--- src/rtl/divider_pkg.sv ---
// Shared types and defaults for the sequential dividend reconstructor.
// Optional error metrics are enabled with DIVIDER_ERR_METRIC_EN.
package divider_pkg;

  localparam int DIV_W     = 8;
  localparam int DIV_ACC_W = 40;

  typedef enum logic [1:0] {
    IDLE = 2'd0,
    BUSY = 2'd1,
    DONE = 2'd2
  } state_t;

  function automatic int cnt_bits(input int w);
    return (w > 1) ? $clog2(w) : 1;
  endfunction

endpackage

--- src/rtl/divider_shift_add_step.sv ---
// One radix-2 shift-add step: adds d<<cnt into the accumulator
// when the selected multiplier bit is set.
module divider_shift_add_step
  import divider_pkg::*;
#(
  parameter int W  = DIV_W,
  parameter int CW = cnt_bits(W)
) (
  input  logic [2*W-1:0] acc,
  input  logic [W-1:0]   d,
  input  logic           q_bit,
  input  logic [CW-1:0]  cnt,
  output logic [2*W-1:0] acc_next
);

  logic [2*W-1:0] addend;

  assign addend   = {{W{1'b0}}, d} << cnt;
  assign acc_next = q_bit ? (acc + addend) : acc;

endmodule

--- src/rtl/divider_reconstruct_seq.sv ---
// Rebuilds n_rec = q*d + r over W shift-add cycles, valid/ready both sides.
// DIVIDER_ERR_METRIC_EN adds |n_ref - n_rec| and a saturating squared-error sum.
module divider_reconstruct_seq
  import divider_pkg::*;
#(
  parameter int W     = DIV_W,
  parameter int ACC_W = DIV_ACC_W
) (
  input  logic             clk,
  input  logic             rst_n,
  input  logic             in_valid,
  output logic             in_ready,
  input  logic [W-1:0]     q,
  input  logic [W-1:0]     d,
  input  logic [W-1:0]     r,
  output logic             out_valid,
  input  logic             out_ready,
`ifdef DIVIDER_ERR_METRIC_EN
  input  logic [2*W-1:0]   n_ref,
  input  logic             clr_metric,
  output logic [2*W-1:0]   err_abs,
  output logic [ACC_W-1:0] err_sq_acc,
  output logic [31:0]      sample_cnt,
`endif
  output logic [2*W-1:0]   n_rec
);

  localparam int CW = cnt_bits(W);

  state_t         state_q;
  state_t         state_d;
  logic [W-1:0]   q_reg;
  logic [W-1:0]   d_reg;
  logic [2*W-1:0] acc;
  logic [2*W-1:0] acc_next;
  logic [CW-1:0]  cnt;
  logic           accept;
  logic           last_step;

  assign accept    = in_valid && in_ready;
  assign last_step = (cnt == CW'(W - 1));

  always_ff @(posedge clk or negedge rst_n) begin
    if (!rst_n) begin
      state_q <= IDLE;
    end else begin
      state_q <= state_d;
    end
  end

  always_comb begin
    state_d = state_q;
    unique case (state_q)
      IDLE: if (in_valid)  state_d = BUSY;
      BUSY: if (last_step) state_d = DONE;
      DONE: if (out_ready) state_d = IDLE;
      default:             state_d = IDLE;
    endcase
  end

  always_comb begin
    in_ready  = (state_q == IDLE);
    out_valid = (state_q == DONE);
  end

  divider_shift_add_step #(
    .W  (W),
    .CW (CW)
  ) u_step (
    .acc      (acc),
    .d        (d_reg),
    .q_bit    (q_reg[cnt]),
    .cnt      (cnt),
    .acc_next (acc_next)
  );

  // Remainder seeds the accumulator so no extra add is needed at the end.
  always_ff @(posedge clk or negedge rst_n) begin
    if (!rst_n) begin
      q_reg <= '0;
      d_reg <= '0;
      acc   <= '0;
      cnt   <= '0;
    end else if (accept) begin
      q_reg <= q;
      d_reg <= d;
      acc   <= {{W{1'b0}}, r};
      cnt   <= '0;
    end else if (state_q == BUSY) begin
      acc   <= acc_next;
      cnt   <= cnt + 1'b1;
    end
  end

  assign n_rec = acc;

`ifdef DIVIDER_ERR_METRIC_EN
  localparam int SQ_W  = 4 * W;
  localparam int SUM_W = ((ACC_W > SQ_W) ? ACC_W : SQ_W) + 1;

  logic [2*W-1:0]   n_ref_reg;
  logic [SQ_W-1:0]  err_sq;
  logic [SUM_W-1:0] sum;
  logic [SUM_W-1:0] acc_max;

  always_ff @(posedge clk or negedge rst_n) begin
    if (!rst_n) begin
      n_ref_reg <= '0;
    end else if (accept) begin
      n_ref_reg <= n_ref;
    end
  end

  assign err_abs = (n_ref_reg >= acc) ? (n_ref_reg - acc)
                                      : (acc - n_ref_reg);
  assign err_sq  = SQ_W'(err_abs) * SQ_W'(err_abs);
  assign sum     = SUM_W'(err_sq_acc) + SUM_W'(err_sq);
  assign acc_max = SUM_W'({ACC_W{1'b1}});

  always_ff @(posedge clk or negedge rst_n) begin
    if (!rst_n) begin
      err_sq_acc <= '0;
      sample_cnt <= '0;
    end else if (clr_metric) begin
      err_sq_acc <= '0;
      sample_cnt <= '0;
    end else if (out_valid && out_ready) begin
      err_sq_acc <= (sum > acc_max) ? '1 : sum[ACC_W-1:0];
      sample_cnt <= sample_cnt + 32'd1;
    end
  end
`endif

endmodule

--- config.mk ---
export PLATFORM = sky130hd
export DESIGN_NAME = divider_reconstruct_seq
export DESIGN_NICKNAME = d
export VERILOG_FILES = /design/src/rtl/divider_pkg.sv /design/src/rtl/divider_shift_add_step.sv /design/src/rtl/divider_reconstruct_seq.sv
export SDC_FILE = /design/constraint.sdc
export NUM_CORES = 1
export LEC_CHECK = 0
export ABC_AREA = 1
export CAP_MARGIN = 40
export CORE_MARGIN = 2
export CORE_UTILIZATION = 25
export CTS_CLUSTER_DIAMETER = 30
export CTS_CLUSTER_SIZE = 25
export DETAILED_ROUTE_END_ITERATION = 12
export PLACE_DENSITY_LB_ADDON = 0.1
export RECOVER_POWER = 25
export SLEW_MARGIN = 30
export SYNTH_ARGS = -nofsm -noshare
export SYNTH_HDL_FRONTEND = slang
export SYNTH_SLANG_ARGS = --single-unit
--- constraint.sdc ---
create_clock -name clk -period 4.4 [get_ports clk]
set_input_delay 0.88 -clock clk [delete_from_list [all_inputs] [get_ports clk]]
set_output_delay 0.88 -clock clk [all_outputs]
set_load 0.005 [all_outputs]
# Yosys cells after proc, flatten, opt, wreduce, memory -nomap -nowiden
# Cells that the tools add are included.
# W data, S select, Z words.
[totals]
register_bits = 37
out_inout_bits = 18
[classes]
add_sub_neg = 2
order_cmp = 1
eq_ne = 6
shift = 1
mux = 11
n_reduce_logical = 6
[op_table]
columns = ["operator", "n"]
rows = [
  ["$mux W16", 3],
  ["$add A16 B16 Y16", 1],
  ["$shl A8 B3 Y16", 1],
  ["$mux W2", 3],
  ["$mux W3", 2],
  ["$pmux W2 S3", 1],
  ["$lt A3 B4 Y1 const B", 1],
  ["$ne A2 B2 Y1 const B", 2],
  ["$reduce_bool A2 Y1", 2],
  ["$add A3 B1 Y3 const B", 1],
  ["$bmux W1 S3", 1],
  ["$eq A3 B3 Y1 const B", 1],
  ["$reduce_and A3 Y1", 1],
  ["$eq A2 B1 Y1 const B", 1],
  ["$eq A2 B2 Y1 const B", 1],
  ["$logic_not A2 Y1", 1],
  ["$ne A2 B1 Y1 const B", 1],
  ["$reduce_and A2 Y1", 1],
  ["$logic_and A1 B1 Y1", 1],
  ["$mux W1", 1],
]

# Logic depth before layout (Yosys ltp)
[depth]
depth_word = 5
ltp_mapped = 18
depth_no_buf = 17

# Hierarchy
# From an unflattened synthesis, not the netlist that was laid out.
[hier_totals]
cells_unflattened = 473
hier_area_um2 = 3131.8
[modules_own_cells]
columns = ["mod", "n_inst", "cells_per_inst", "area_each_um2", "seq_area_each_um2"]
rows = [
  ["divider_reconstruct_seq", 1, 189, 1745.4, 925.9],
  ["divider_shift_add_step", 1, 284, 1386.3, 0.0],
]

# Worst setup path before layout
# No wires, ideal clock.
[synth_timing]
kind = "register -> register"
start = "register cnt[0]"
end = "register acc[15] (netlist: n_rec[15])"
t_arrival_ns = 2.137
required_ns = 4.281
path_slack_ns = 2.144
path_stages_with_launch = 16
n_path_buf = 1
synth_period_minus_slack_ns = 2.256
path_cell_list = "dfrtp_1 buf_2 mux2i_1 nor2_1 a31oi_1 mux2i_1 ha_1 nand2_1 inv_1 nand2_1 inv_1 and2_1 nand2_1 nand2_1 a21oi_1 nor2_1"
[synth_via]
elab_chain_cells = 5
word_cells_on_any_way = 9
[synth_rtl]
columns = ["element", "line_no", "source"]
rows = [
  ["start: declaration", "divider_reconstruct_seq.sv:36", "logic [CW-1:0] cnt;"],
  ["start signal: assignment", "divider_reconstruct_seq.sv:91", "cnt <= cnt + 1'b1;"],
  ["$shl A8 B3 Y16", "divider_shift_add_step.sv:18", "assign addend = {{W{1'b0}}, d} << cnt;"],
  ["$add A16 B16 Y16", "divider_shift_add_step.sv:19", "assign acc_next = q_bit ? (acc + addend) : acc;"],
  ["$mux W16", "divider_shift_add_step.sv:19", ""],
  ["$mux W16", "divider_reconstruct_seq.sv:89", "end else if (state_q == BUSY) begin"],
  ["$mux W16", "divider_reconstruct_seq.sv:84", "end else if (accept) begin"],
  ["end signal: assignment", "divider_reconstruct_seq.sv:87", "acc <= {{W{1'b0}}, r};"],
  ["end signal: assignment", "divider_reconstruct_seq.sv:90", "acc <= acc_next;"],
  ["end: declaration", "divider_reconstruct_seq.sv:34", "logic [2*W-1:0] acc;"],
]
# Several ways; a longest one is shown, not always the timed one. The select of a mux whose other input is x is not followed.
# A chain may end at the register's enable or synchronous reset.

# Worst setup path in the final report
# Ends and elaborated chain as after synthesis.

==> results.tsv <==
stage	metric	value	unit
outcome	status	finished clean	
layout	syn_to_final_growth	25.3	%
yosys	ys_seq_elements	37	
clock_tree	cts_sinks	37	
layout	postLayoutCellArea	3350	µm²
sta	setup_viol_count_final	0	
floorplanning	die_h	107	µm
global_routing	grt_max_degree	31	
clock_tree	htreeDepth	2	
clock_tree	cts_resized	0	
layout	fin_cells	571	
critical_path	cp_common_cell	nand2_1	
clock_tree	clk_pin_slew_worst_paths	80	ps
sta	setup_tns	0	ps
place	portBuffers	45	
clock_tree	cts_root_buf	clkbuf_8	
place	place_inst	562	
clock_tree	clk-insertion-delay-late	300	ps
sta	finalCriticalPeriod	2840	ps
routing	drt-initial-drc-count	93	
critical_path	crit_path_start_kind	flop	
routing	met1Wirelength	3.60	mm
layout	multi_input_area	1520	µm²
floorplanning	start_util	0.258	
clock_tree	cts_tree	yes	
power	p_leak	1.70	nW
critical_path	endpoint_kind	flop	
sta	skew	4.36	ps
yosys	syn_avg_cell_area	6.82	µm²
routing	drc	0	
layout	final_util	0.323	
routing	vias	2586	
critical_path	arrival	3040	ps
routing	wirelength	7.67	mm
routing	top_layer	met4	
sta	report.final.slew_viol_count	0	
clock_tree	clockBufferDepth	2	
global_routing	grt_pass1_vias	2638	
critical_path	crit_path_cell_trace	inv_2 > o21ai_0 > o21ai_0 > o21ai_0 > ha_1 > nand2_1 > inv_1 > a21oi_1 > nand2_1 > nand2_1 > nand2_1 > a21oi_1 > nor2_1	
sta	rsz0062_at_grt	no	
floorplanning	io_pins	46	
yosys	synth_cells	392	
floorplanning	core	10400	µm²
layout	finalNetCount	480	
clock_tree	cts_hold_buf	0	
critical_path	cpMaxStageDelayCell	dfrtp_1	
layout	final_layout_size_suffix_gt1_frac	0.0322	
power	total_power	2.87	mW
place	dp_hpwl	5.94	mm
clock_tree	cts_made_buffers	5	
critical_path	crit_fanout	17	
yosys	synth_cell_types	28	
yosys	yosysSeqAreaShare	0.346	
sta	holdWs	518	ps
routing	dr.pass1.iters	4	
global_routing	grt.overflow.total	0	
layout	diodes	0	
sta	fmax	0.352	GHz
routing	vias_per_cell	4.53	
place	placed_area	3240	µm²
routing	wl_met3	284	µm
power	ir_worst_vdd	0.239	mV
yosys	ys_warn_count	0	
layout	regArea	926	µm²
routing	route.met2.wl	3.63	mm
critical_path	crit_required	4600	ps
floorplanning	die_x	107	µm
routing	routedWlPerCell	13.4	µm
sta	hold_viol	0	
sta	slew_headroom	0.0762	
run	drv_cap	0	
global_routing	grt_usage	0.145	
place	pre_cts_slack	1550	ps
critical_path	criticalPathCategory	flop to flop	
power	p_per_area	857	nW/µm²
critical_path	slowest_delay	690	ps
routing	antenna_left	0	
sta	worst_slack	1560	ps
floorplanning	dieArea	11500	µm²
global_routing	grt_pass1_wl	13.1	mm
sta	fin_crit_sh	0.645	
place	place_congestion	0.812	
sta	worst-slew-pin-transition	1390	ps
layout	largest_register_ffs	16	
global_routing	antenna_found_initial	0	
floorplanning	rows	37	
yosys	postSynthNetCount	438	
yosys	synth_area	2670	µm²
layout	fill_cells	1157	
clock_tree	post_cts_buffers	0	
min_path	min_path_type	flop to flop	
==> synth_stat cells, drive strengths merged <==
master | n | share of area
dfrtp | 37 | 0.35
o211ai | 4 | 0.011
clkbuf | 6 | 0.0084
a21oi | 15 | 0.028
nand2 | 151 | 0.21
ha | 17 | 0.080
fa | 1 | 0.0075
o31ai | 1 | 0.0028
a21o | 1 | 0.0028
nor3 | 5 | 0.0094
and2 | 2 | 0.0047
o21bai | 1 | 0.0028
xnor2 | 3 | 0.0098
mux2i | 4 | 0.015
nand3b | 4 | 0.011
inv | 41 | 0.058
nand4 | 2 | 0.0047
a31oi | 1 | 0.0023
nor2 | 20 | 0.028
nand3 | 31 | 0.060
buf | 7 | 0.020
o21ai | 35 | 0.066
o21a | 3 | 0.0084
==> worst paths after layout <==
kind                       depth (start not counted)     start   endpoint  slack (ps)
min                                                2  d_reg[5]   d_reg[5]         520
max reg2reg                                       13    cnt[0]  n_rec[15]        1560
max in group asynchronous                          2     rst_n   d_reg[2]        1970
min reg2reg                                        2  d_reg[5]   d_reg[5]         520
min in group asynchronous                          1     rst_n   n_rec[6]         670
max                                               13    cnt[0]  n_rec[15]        1560
==> per-layer routing <==
| layer | track usage | vias up |
|---|---|---|
| met2 | 0.245 | 50 |
| met1 | 0.186 | 1174 |
| met5 | 0 | - |
| li1 | - | 1353 |
| met4 | 0.0504 | 0 |
| met3 | 0.0272 | 9 |
==> critical path, delay by kind of cell, from the launching register on <==
kind                       cells  cell delay (ps)
and+or+nand+nor                5              470
buffers and inverters          2              260
adders and majority gates      1              320
DFF                            1              690
AOI/OAI and AO/OA              5              990
==> placed cells by master, fill, tap and decap left out, types with 3 or more instances in the layout <==
cell             Yosys  layout
o21a_1               3       3
o21ai_0             34      34
inv_1               39      39
a21oi_1             15      15
mux2i_1              4       4
clkdlybuf4s50_1      0      44
clkbuf_8             0       5
nand3_1             30      30
ha_1                17      17
nand2_1            149     149
clkbuf_1             6       3
nand3b_1             4       4
nor3_1               5       5
xnor2_1              3       3
o211ai_1             4       4
nor2_1              20      20
dfrtp_1             37      37
==> cell families after synthesis <==
logic type | Yosys count | share of synthesized area
buffers and inverters | 54 | 0.0861
DFF | 37 | 0.346
xor gates and xnor gates | 3 | 0.00983
and+or+nand+nor | 215 | 0.332
adders and majority gates | 18 | 0.0870
muxes | 4 | 0.0150
AOI/OAI and AO/OA | 61 | 0.124
==> layout make-up <==
class	count	area share
Tap cell	136	0.0508
Clock buffer	6	0.0217
Timing Repair Buffer	48	0.140
Clock inverter	2	0.0116
Inverter	41	0.0459
Sequential cell	37	0.276
Multi-Input combinational cell	301	0.453
==> power breakdown <==
part,switching [mW],internal (mW)
logic,1.15,0.742
registers,0.165,0.502
clock network,0.141,0.170
No activity file was read; power rests on OpenSTA's default activity.
